--- config.mk ---
export PLATFORM = sky130hd
export DESIGN_NAME = ctrl_pipe_hazard_flat
export DESIGN_NICKNAME = d
export VERILOG_FILES = /design/src/rtl/ctrl_pipe_hazard_if.sv /design/src/rtl/ctrl_pipe_hazard.sv /design/src/flat_wrapper.sv
export SDC_FILE = /design/constraint.sdc
export NUM_CORES = 1
export LEC_CHECK = 0
export BUFFER_PORTS_ARGS = -buffer_cell sky130_fd_sc_hd__buf_2
export CAP_MARGIN = 5
export CORE_UTILIZATION = 49
export CTS_CLUSTER_DIAMETER = 120
export DETAILED_ROUTE_END_ITERATION = 6
export GPL_ROUTABILITY_DRIVEN = 0
export PLACE_DENSITY = 0.84
export SETUP_SLACK_MARGIN = 0.2
export SYNTH_ARGS = -nofsm -noshare
export SYNTH_HDL_FRONTEND = slang
export SYNTH_SLANG_ARGS = --single-unit
--- constraint.sdc ---
create_clock -name clk -period 2.7 [get_ports clk]
set_input_delay 0.81 -clock clk [delete_from_list [all_inputs] [get_ports clk]]
set_output_delay 0.81 -clock clk [all_outputs]
set_load 0.05 [all_outputs]
--- src/rtl/ctrl_pipe_hazard_if.sv ---
// Control-pipeline bundle: decoded ID fields in, staged EX/MEM/WB control,
// stall and forwarding selects out.
interface ctrl_pipe_hazard_if #(
   parameter int unsigned REG_AW = 5
);
   logic              id_valid;
   logic              id_reg_dst;
   logic [1:0]        id_jump;
   logic              id_branch;
   logic [1:0]        id_mem_read;
   logic              id_mem_to_reg;
   logic [1:0]        id_alu_op;
   logic [1:0]        id_mem_write;
   logic              id_alu_src;
   logic              id_reg_write;
   logic [REG_AW-1:0] id_rs;
   logic [REG_AW-1:0] id_rt;
   logic [REG_AW-1:0] id_rd;
   logic              ex_flush;

   logic              stall;
   logic              ex_valid;
   logic              ex_branch;
   logic              ex_alu_src;
   logic [1:0]        ex_jump;
   logic [1:0]        ex_alu_op;
   logic [REG_AW-1:0] ex_rs;
   logic [REG_AW-1:0] ex_rt;
   logic [1:0]        forward_a;
   logic [1:0]        forward_b;
   logic [1:0]        mem_mem_read;
   logic [1:0]        mem_mem_write;
   logic              mem_reg_write;
   logic              mem_mem_to_reg;
   logic [REG_AW-1:0] mem_dest;
   logic              wb_reg_write;
   logic              wb_mem_to_reg;
   logic [REG_AW-1:0] wb_dest;

   // Decoder / datapath side.
   modport master (
      output id_valid, id_reg_dst, id_jump, id_branch, id_mem_read, id_mem_to_reg,
             id_alu_op, id_mem_write, id_alu_src, id_reg_write, id_rs, id_rt, id_rd,
             ex_flush,
      input  stall, ex_valid, ex_branch, ex_alu_src, ex_jump, ex_alu_op, ex_rs, ex_rt,
             forward_a, forward_b, mem_mem_read, mem_mem_write, mem_reg_write,
             mem_mem_to_reg, mem_dest, wb_reg_write, wb_mem_to_reg, wb_dest
   );

   // Hazard/control pipeline side.
   modport slave (
      input  id_valid, id_reg_dst, id_jump, id_branch, id_mem_read, id_mem_to_reg,
             id_alu_op, id_mem_write, id_alu_src, id_reg_write, id_rs, id_rt, id_rd,
             ex_flush,
      output stall, ex_valid, ex_branch, ex_alu_src, ex_jump, ex_alu_op, ex_rs, ex_rt,
             forward_a, forward_b, mem_mem_read, mem_mem_write, mem_reg_write,
             mem_mem_to_reg, mem_dest, wb_reg_write, wb_mem_to_reg, wb_dest
   );
endinterface

--- src/rtl/ctrl_pipe_hazard.sv ---
// Control pipeline EX/MEM/WB with load-use stall, flush bubbles and EX forwarding selects.
module ctrl_pipe_hazard #(
   parameter int unsigned REG_AW   = 5,
   parameter int unsigned LINK_REG = 31
) (
   input logic               clk,
   input logic               reset_n,
   ctrl_pipe_hazard_if.slave bus_io
);

   typedef struct packed {
      logic              valid;
      logic              branch;
      logic              alu_src;
      logic [1:0]        jump;
      logic [1:0]        alu_op;
      logic [REG_AW-1:0] rs;
      logic [REG_AW-1:0] rt;
      logic [1:0]        mem_read;
      logic [1:0]        mem_write;
      logic              reg_write;
      logic              mem_to_reg;
      logic [REG_AW-1:0] dest;
   } ex_ctrl_t;

   typedef struct packed {
      logic [1:0]        mem_read;
      logic [1:0]        mem_write;
      logic              reg_write;
      logic              mem_to_reg;
      logic [REG_AW-1:0] dest;
   } mem_ctrl_t;

   typedef struct packed {
      logic              reg_write;
      logic              mem_to_reg;
      logic [REG_AW-1:0] dest;
   } wb_ctrl_t;

   ex_ctrl_t          ex_d, ex_q;
   mem_ctrl_t         mem_q;
   wb_ctrl_t          wb_q;
   logic [REG_AW-1:0] id_dest;
   logic              id_reg_write;
   logic              uses_rt;
   logic              stall;
   logic              bubble;
   logic [1:0]        fwd_a, fwd_b;

   // Destination and write enable of the ID instruction; r0 is never written.
   always_comb begin
      id_dest = bus_io.id_reg_dst ? bus_io.id_rd : bus_io.id_rt;
      if (bus_io.id_jump == 2'b10) id_dest = REG_AW'(LINK_REG);
      id_reg_write = (bus_io.id_reg_write | (bus_io.id_jump == 2'b10)) & (id_dest != '0);
   end

   // Load-use detection; a flush kills the consumer, so it never stalls.
   always_comb begin
      uses_rt = ~bus_io.id_alu_src | (bus_io.id_mem_write != 2'b00) | bus_io.id_branch;
      stall   = ex_q.valid & (ex_q.mem_read != 2'b00) & (ex_q.dest != '0) &
                bus_io.id_valid & ~bus_io.ex_flush &
                ((ex_q.dest == bus_io.id_rs) | (uses_rt & (ex_q.dest == bus_io.id_rt)));
      bubble  = bus_io.ex_flush | stall | ~bus_io.id_valid;
   end

   // Next EX contents; a bubble is all-zero so garbage ID fields never get captured.
   always_comb begin
      ex_d = '0;
      if (!bubble) begin
         ex_d.valid      = 1'b1;
         ex_d.branch     = bus_io.id_branch;
         ex_d.alu_src    = bus_io.id_alu_src;
         ex_d.jump       = bus_io.id_jump;
         ex_d.alu_op     = bus_io.id_alu_op;
         ex_d.rs         = bus_io.id_rs;
         ex_d.rt         = bus_io.id_rt;
         ex_d.mem_read   = bus_io.id_mem_read;
         ex_d.mem_write  = bus_io.id_mem_write;
         ex_d.reg_write  = id_reg_write;
         ex_d.mem_to_reg = bus_io.id_mem_to_reg;
         ex_d.dest       = id_dest;
      end
   end

   // Stage registers; MEM and WB advance every cycle.
   always_ff @(posedge clk or negedge reset_n) begin
      if (!reset_n) begin
         ex_q  <= '0;
         mem_q <= '0;
         wb_q  <= '0;
      end else begin
         ex_q             <= ex_d;
         mem_q.mem_read   <= ex_q.mem_read;
         mem_q.mem_write  <= ex_q.mem_write;
         mem_q.reg_write  <= ex_q.reg_write;
         mem_q.mem_to_reg <= ex_q.mem_to_reg;
         mem_q.dest       <= ex_q.dest;
         wb_q.reg_write   <= mem_q.reg_write;
         wb_q.mem_to_reg  <= mem_q.mem_to_reg;
         wb_q.dest        <= mem_q.dest;
      end
   end

   // Forwarding selects; the younger MEM result wins over WB.
   always_comb begin
      fwd_a = 2'b00;
      fwd_b = 2'b00;
      if (mem_q.reg_write && mem_q.dest == ex_q.rs && mem_q.dest != '0) fwd_a = 2'b10;
      else if (wb_q.reg_write && wb_q.dest == ex_q.rs && wb_q.dest != '0) fwd_a = 2'b01;
      if (mem_q.reg_write && mem_q.dest == ex_q.rt && mem_q.dest != '0) fwd_b = 2'b10;
      else if (wb_q.reg_write && wb_q.dest == ex_q.rt && wb_q.dest != '0) fwd_b = 2'b01;
   end

   assign bus_io.stall          = stall;
   assign bus_io.forward_a      = fwd_a;
   assign bus_io.forward_b      = fwd_b;
   assign bus_io.ex_valid       = ex_q.valid;
   assign bus_io.ex_branch      = ex_q.branch;
   assign bus_io.ex_alu_src     = ex_q.alu_src;
   assign bus_io.ex_jump        = ex_q.jump;
   assign bus_io.ex_alu_op      = ex_q.alu_op;
   assign bus_io.ex_rs          = ex_q.rs;
   assign bus_io.ex_rt          = ex_q.rt;
   assign bus_io.mem_mem_read   = mem_q.mem_read;
   assign bus_io.mem_mem_write  = mem_q.mem_write;
   assign bus_io.mem_reg_write  = mem_q.reg_write;
   assign bus_io.mem_mem_to_reg = mem_q.mem_to_reg;
   assign bus_io.mem_dest       = mem_q.dest;
   assign bus_io.wb_reg_write   = wb_q.reg_write;
   assign bus_io.wb_mem_to_reg  = wb_q.mem_to_reg;
   assign bus_io.wb_dest        = wb_q.dest;

endmodule

--- src/flat_wrapper.sv ---
// flat-port wrapper written by rule: the top's interface ports become plain ports
module ctrl_pipe_hazard_flat 
#(
   parameter int unsigned REG_AW   = 5,
   parameter int unsigned LINK_REG = 31
)
  (clk, reset_n, bus_io_id_valid, bus_io_id_reg_dst, bus_io_id_jump, bus_io_id_branch, bus_io_id_mem_read, bus_io_id_mem_to_reg, bus_io_id_alu_op, bus_io_id_mem_write, bus_io_id_alu_src, bus_io_id_reg_write, bus_io_id_rs, bus_io_id_rt, bus_io_id_rd, bus_io_ex_flush, bus_io_stall, bus_io_ex_valid, bus_io_ex_branch, bus_io_ex_alu_src, bus_io_ex_jump, bus_io_ex_alu_op, bus_io_ex_rs, bus_io_ex_rt, bus_io_forward_a, bus_io_forward_b, bus_io_mem_mem_read, bus_io_mem_mem_write, bus_io_mem_reg_write, bus_io_mem_mem_to_reg, bus_io_mem_dest, bus_io_wb_reg_write, bus_io_wb_mem_to_reg, bus_io_wb_dest);
  ctrl_pipe_hazard_if #(.REG_AW(REG_AW)) bus_io_i ();
  input logic clk;
  input logic reset_n;
  input wire logic [$bits(bus_io_i.id_valid)-1:0] bus_io_id_valid;
  input wire logic [$bits(bus_io_i.id_reg_dst)-1:0] bus_io_id_reg_dst;
  input wire logic [$bits(bus_io_i.id_jump)-1:0] bus_io_id_jump;
  input wire logic [$bits(bus_io_i.id_branch)-1:0] bus_io_id_branch;
  input wire logic [$bits(bus_io_i.id_mem_read)-1:0] bus_io_id_mem_read;
  input wire logic [$bits(bus_io_i.id_mem_to_reg)-1:0] bus_io_id_mem_to_reg;
  input wire logic [$bits(bus_io_i.id_alu_op)-1:0] bus_io_id_alu_op;
  input wire logic [$bits(bus_io_i.id_mem_write)-1:0] bus_io_id_mem_write;
  input wire logic [$bits(bus_io_i.id_alu_src)-1:0] bus_io_id_alu_src;
  input wire logic [$bits(bus_io_i.id_reg_write)-1:0] bus_io_id_reg_write;
  input wire logic [$bits(bus_io_i.id_rs)-1:0] bus_io_id_rs;
  input wire logic [$bits(bus_io_i.id_rt)-1:0] bus_io_id_rt;
  input wire logic [$bits(bus_io_i.id_rd)-1:0] bus_io_id_rd;
  input wire logic [$bits(bus_io_i.ex_flush)-1:0] bus_io_ex_flush;
  output wire logic [$bits(bus_io_i.stall)-1:0] bus_io_stall;
  output wire logic [$bits(bus_io_i.ex_valid)-1:0] bus_io_ex_valid;
  output wire logic [$bits(bus_io_i.ex_branch)-1:0] bus_io_ex_branch;
  output wire logic [$bits(bus_io_i.ex_alu_src)-1:0] bus_io_ex_alu_src;
  output wire logic [$bits(bus_io_i.ex_jump)-1:0] bus_io_ex_jump;
  output wire logic [$bits(bus_io_i.ex_alu_op)-1:0] bus_io_ex_alu_op;
  output wire logic [$bits(bus_io_i.ex_rs)-1:0] bus_io_ex_rs;
  output wire logic [$bits(bus_io_i.ex_rt)-1:0] bus_io_ex_rt;
  output wire logic [$bits(bus_io_i.forward_a)-1:0] bus_io_forward_a;
  output wire logic [$bits(bus_io_i.forward_b)-1:0] bus_io_forward_b;
  output wire logic [$bits(bus_io_i.mem_mem_read)-1:0] bus_io_mem_mem_read;
  output wire logic [$bits(bus_io_i.mem_mem_write)-1:0] bus_io_mem_mem_write;
  output wire logic [$bits(bus_io_i.mem_reg_write)-1:0] bus_io_mem_reg_write;
  output wire logic [$bits(bus_io_i.mem_mem_to_reg)-1:0] bus_io_mem_mem_to_reg;
  output wire logic [$bits(bus_io_i.mem_dest)-1:0] bus_io_mem_dest;
  output wire logic [$bits(bus_io_i.wb_reg_write)-1:0] bus_io_wb_reg_write;
  output wire logic [$bits(bus_io_i.wb_mem_to_reg)-1:0] bus_io_wb_mem_to_reg;
  output wire logic [$bits(bus_io_i.wb_dest)-1:0] bus_io_wb_dest;
  assign bus_io_i.id_valid = bus_io_id_valid;
  assign bus_io_i.id_reg_dst = bus_io_id_reg_dst;
  assign bus_io_i.id_jump = bus_io_id_jump;
  assign bus_io_i.id_branch = bus_io_id_branch;
  assign bus_io_i.id_mem_read = bus_io_id_mem_read;
  assign bus_io_i.id_mem_to_reg = bus_io_id_mem_to_reg;
  assign bus_io_i.id_alu_op = bus_io_id_alu_op;
  assign bus_io_i.id_mem_write = bus_io_id_mem_write;
  assign bus_io_i.id_alu_src = bus_io_id_alu_src;
  assign bus_io_i.id_reg_write = bus_io_id_reg_write;
  assign bus_io_i.id_rs = bus_io_id_rs;
  assign bus_io_i.id_rt = bus_io_id_rt;
  assign bus_io_i.id_rd = bus_io_id_rd;
  assign bus_io_i.ex_flush = bus_io_ex_flush;
  assign bus_io_stall = bus_io_i.stall;
  assign bus_io_ex_valid = bus_io_i.ex_valid;
  assign bus_io_ex_branch = bus_io_i.ex_branch;
  assign bus_io_ex_alu_src = bus_io_i.ex_alu_src;
  assign bus_io_ex_jump = bus_io_i.ex_jump;
  assign bus_io_ex_alu_op = bus_io_i.ex_alu_op;
  assign bus_io_ex_rs = bus_io_i.ex_rs;
  assign bus_io_ex_rt = bus_io_i.ex_rt;
  assign bus_io_forward_a = bus_io_i.forward_a;
  assign bus_io_forward_b = bus_io_i.forward_b;
  assign bus_io_mem_mem_read = bus_io_i.mem_mem_read;
  assign bus_io_mem_mem_write = bus_io_i.mem_mem_write;
  assign bus_io_mem_reg_write = bus_io_i.mem_reg_write;
  assign bus_io_mem_mem_to_reg = bus_io_i.mem_mem_to_reg;
  assign bus_io_mem_dest = bus_io_i.mem_dest;
  assign bus_io_wb_reg_write = bus_io_i.wb_reg_write;
  assign bus_io_wb_mem_to_reg = bus_io_i.wb_mem_to_reg;
  assign bus_io_wb_dest = bus_io_i.wb_dest;
  ctrl_pipe_hazard #(.REG_AW(REG_AW), .LINK_REG(LINK_REG)) u_core (.clk(clk), .reset_n(reset_n), .bus_io(bus_io_i));
endmodule
== Yosys cells after proc, flatten, opt, wreduce, memory -nomap -nowiden ==
Cells that the tools add are included.
Word-level totals
  bits in registers: 46
  bits in latches: 0
  bits in writable memories: 0
  memory bits (read-only): 0
  input port bits: 32
  word-level logic and storage cells: 64
  memories kept: 0
Operators by class
  add/subtract/negate cells: 0
  multipliers: 0
  div/mod/pow operators: 0
  order comparisons: 0
  eq/ne operators: 7
  shifts and indexed selects: 0
  multiplexer cells: 7
  bitwise logic cells: 16
  reduce and logical (&&, ||, !) cells: 14
Operators by type and width (count)
  $eq A5 B5 Y1: 6
  $mux W28: 1
  $reduce_bool A5 Y1: 4
  $mux W5: 2
  $logic_and A1 B1 Y1: 8
  $and A1 B1 Y1: 7
  $or A1 B1 Y1: 6
  $mux W2: 2
  $reduce_bool A2 Y1: 2
  $not A1 Y1: 3
  $eq A2 B2 Y1 const B: 1
  $mux W1: 2

== Logic depth before layout (Yosys ltp) ==
  word-level depth: 9
  mapped depth: 7
  gate-level depth less buffers: 5

== Least setup slack after synthesis ==
Ideal clock, no wire load.
  path type: register to output
  start point: register u_core.mem_q, in the netlist u_core.bus_io.mem_dest[3]
  end point: output bus_io_forward_a[0]
  data arrival time: 3127 ps
  data required time: 1890 ps
  slack: -1237 ps
  cell stages (with the launch flop): 5
  path through: dfrtp_1 or4_1 o21ai_2 nor4_1 nor4_2
Between the ends
  longest elaborated chain between the ends: 4
RTL lines
  start: declaration: line ctrl_pipe_hazard.sv:41  | mem_ctrl_t mem_q;
  $eq A5 B5 Y1: line ctrl_pipe_hazard.sv:108  | if (mem_q.reg_write && mem_q.dest == ex_q.rs && mem_q.dest != '0) fwd_a = 2'b10;
  $logic_and A1 B1 Y1: line ctrl_pipe_hazard.sv:108
  $logic_and A1 B1 Y1 *: line ctrl_pipe_hazard.sv:108
  $mux W2 *: line ctrl_pipe_hazard.sv:108
  end: declaration: line flat_wrapper.sv:33  | output wire logic [$bits(bus_io_i.forward_a)-1:0] bus_io_forward_a;
Every way passes the cells marked *; elsewhere a longest branch is shown, timed or not.

== Worst setup path in the final report ==
  start point: register u_core.wb_q, in the netlist u_core.bus_io.wb_dest[4]
  end point: output bus_io_forward_b[0]
Between the ends
  longest elaborated chain between the ends: 5
RTL lines
  start: declaration: line ctrl_pipe_hazard.sv:42  | wb_ctrl_t wb_q;
  $eq A5 B5 Y1: line ctrl_pipe_hazard.sv:111  | else if (wb_q.reg_write && wb_q.dest == ex_q.rt && wb_q.dest != '0) fwd_b = 2'b01;
  $logic_and A1 B1 Y1: line ctrl_pipe_hazard.sv:111
  $logic_and A1 B1 Y1 *: line ctrl_pipe_hazard.sv:111
  $mux W1 *: line ctrl_pipe_hazard.sv:111
  $mux W2 *: line ctrl_pipe_hazard.sv:110  | if (mem_q.reg_write && mem_q.dest == ex_q.rt && mem_q.dest != '0) fwd_b = 2'b10;
  end: declaration: line flat_wrapper.sv:34  | output wire logic [$bits(bus_io_i.forward_b)-1:0] bus_io_forward_b;
Marked as above.

==> reports/results.txt <==
Core Footprint = 0.003771 mm2
diode count = 0
Num CTS Buffers = 5
Seq cells post-synth = 46
grt ovf = 0
Slew HR = 36.94%
DRT Wirelength = 4282 um
DR vias = 1,435
fin crit period = 2.741 ns
hold buffers post-CTS = 0
maximum vdd drop = 0.4109 mV
Synth Area in Compound Gates = 5.098%
pwr dens = 560.2 mW/mm2
Worst Setup End Kind = output pin
measured slew at the worst slew-check pin = 0.9459 ns
post-route setup TNS = -0.07231 ns
post-DP HPWL = 2872 um
Layout area overhead = 36.82%
max reg flops = 11
post-synthesis adder-cell area fraction = 0%
Post-Syn Area per Cell = 12.35 um2
cell chain of the critical path = xor2_1, or4_4, nor4_4, buf_6
post-synthesis sequential area ratio = 57.90%
failing checks = setup timing
vias in the first global route = 1,472
commonest non-fill, non-tap cell in the layout = buf_2
Max Clock Freq = 0.3648 GHz
Cell Area, Synth = 0.001988 mm2
Worst Path Arrival = 1.93 ns
worst hold slack = 0.3512 ns
largest net degree at the start of global routing = 47
clk_lat worst skew = 0.29 ns
# DRC = 0
Cell Rows = 22
Initial Util = 52.72%
Hold Vio Cnt, Final = 0
CTS Buffer Depth = 2
Worst path top cell family by delay = simple AND/OR/NAND/NOR gates
die area = 0.004316 mm2
Critical Path Start Type = flip-flop
detail-routed via count per cell = 5.162
unrepaired setup endpoints after global routing = true
Max Slew Vio Count = 0
drt pass-1 iters = 4
Yosys top cell area share = 57.90%
clock sinks = 46
IO Port Bufs = 71
Post-Synth XOR/XNOR Area = 13.22%
initial antenna violation count = 0
Die Wd = 65.70 um
final-stage net count = 261
Layout Skew = 0.002520 ns
top cells by area, synth = dfrtp_1 58%, xor2_1 7.5%, and3_1 6.6%
Worst path max stage delay = 0.53 ns
main combinational cell family by area after synthesis = simple AND/OR/NAND/NOR gates
die extent in y = 65.70 um
layout cells sized above 1 = 52.61%
Biggest register = u_core.ex_q
Buf/Inv on CP = 1
Final Cycle Share = 101.5%
Worst EP required = 1.89 ns
clock root cell = clkbuf_8
Synth Flop Type = dfrtp_1
WL per Instance = 15.40 um
Syn Nets = 193
fraction of registers with async set/reset = 100.0%
Yosys warning count = 0
I/O Pins = 72
EDFF count, synth = 0
Cells after Synth = 161
Max Cap Violations = 0
CTS tree = built
Static Leak = 1.456 nW
cell accounting for the most synthesized area = dfrtp_1
status = finished, violations left
post-route worst setup slack = -0.04105 ns
first-pass GRT wire length = 6969 um
Min-Delay Path Class = flip-flop to flip-flop
Yosys cell types = 30
Total Routing Usage GR = 22.24%
CP max FO = 4
H-tree depth = 2
Post-Synth Simple-Gate Area = 16.43%
slowest CP cell = or4_4
ANT nets after route = 0
multiplexer share of the synthesized area = 0.5664%
Crit Path Category = flip-flop to output pin
initial drt markers = 36
Clock transition at path regs = 0.08 ns
Final setup viols = 2
most frequent cells in the layout = 60 x buf_2, 37 x dfrtp_1, 21 x and3_1, 16 x xor2_1, 10 x buf_4
## per-layer routing
metal  vias up  GRT usage, %  wire length, um
met3         6         5.035              216
met4         0         6.250               47
met1       692         26.38             1741
met5         -             0                0
met2        55         39.92             2276
li1        682             -                -
## worst reg2reg max path, delay by kind of cell, from the launching register on
family	cells	cell delay, ns
XOR/XNOR	1	0.21
AO/OA/AOI/OAI	1	0.11
flip-flops	1	0.49
buffers and inverters	1	0.23
AND/OR/NAND/NOR	3	0.60
## timing repair
action,in CTS,in global routing
pin swaps,13,11
buffers inserted,5,3
setup endpoints to repair,5,5
resized for setup,30,4
## area by class of cell
type	instances	area (um2)
Clock buffer	5	68.82
Timing Repair Buffer	81	510.5
Multi-Input combinational cell	94	870.8
Tap cell	48	60.06
Inverter	1	7.507
Clock inverter	3	40.04
Fill cell	247	1051
Sequential cell	46	1162
## through the flow
stage | util, % | cells | cell area (um2) | worst slack (ns) | total power [mW]
6_report | 72.13 | 278 | 2720 | -0.04105 | 1.524
3_5_place_dp | 62.97 | 262 | 2375 | 0.004014 | 1.016
5_1_grt | 72.13 | 278 | 2720 | -0.1240 | 1.588
4_1_cts | 70.70 | 275 | 2666 | -0.06020 | 1.527
2_1_floorplan | - | 161 | 2078 | -0.09675 | 0.9440
3_3_place_gp | 62.97 | 262 | 2375 | 0.0005380 | 1.010
## power by group
group          internal [mW]  total [mW]  switching [mW]
clock                  0.272       0.485           0.213
combinational          0.108       0.290           0.183
sequential             0.719       0.748          0.0289
total                   1.10        1.52           0.425
## cell families (layout without fill, tap and decap cells)
group                  count (synthesis)  in the layout
AO/OA/AOI/OAI                         13             13
flip-flops                            46             46
buffers and inverters                 21             90
XOR/XNOR                              30             30
multiplexers                           1              1
AND/OR/NAND/NOR                       50             50
## worst paths after layout
check / from / cells past startpoint / endpoint / slack (ns)
setup reg to reg: u_core.ex_q[4] / 6 / u_core.bus_io.ex_branch / 0.95
setup / recovery: u_core.bus_io.wb_dest[4] / 4 / bus_io_forward_b[0] / -0.04
hold reg to reg: u_core.ex_q[8] / 0 / u_core.bus_io.mem_mem_write[1] / 0.35
max in group asynchronous: reset_n / 1 / u_core.bus_io.mem_dest[1] / 1.39
min in group asynchronous: reset_n / 1 / u_core.bus_io.ex_valid / 0.66
hold / removal: u_core.ex_q[8] / 0 / u_core.bus_io.mem_mem_write[1] / 0.35
## cell usage after synthesis, types with 3 or more instances
cell type,n
clkbuf_1,3
xnor2_1,13
xor2_1,17
dfrtp_1,46
nor2b_1,5
and3_1,21
buf_4,14
nand3_1,3
nor3_1,3
or4_1,4
a211oi_1,4
nor3b_1,3
No activity file was read; power rests on OpenSTA's default activity.
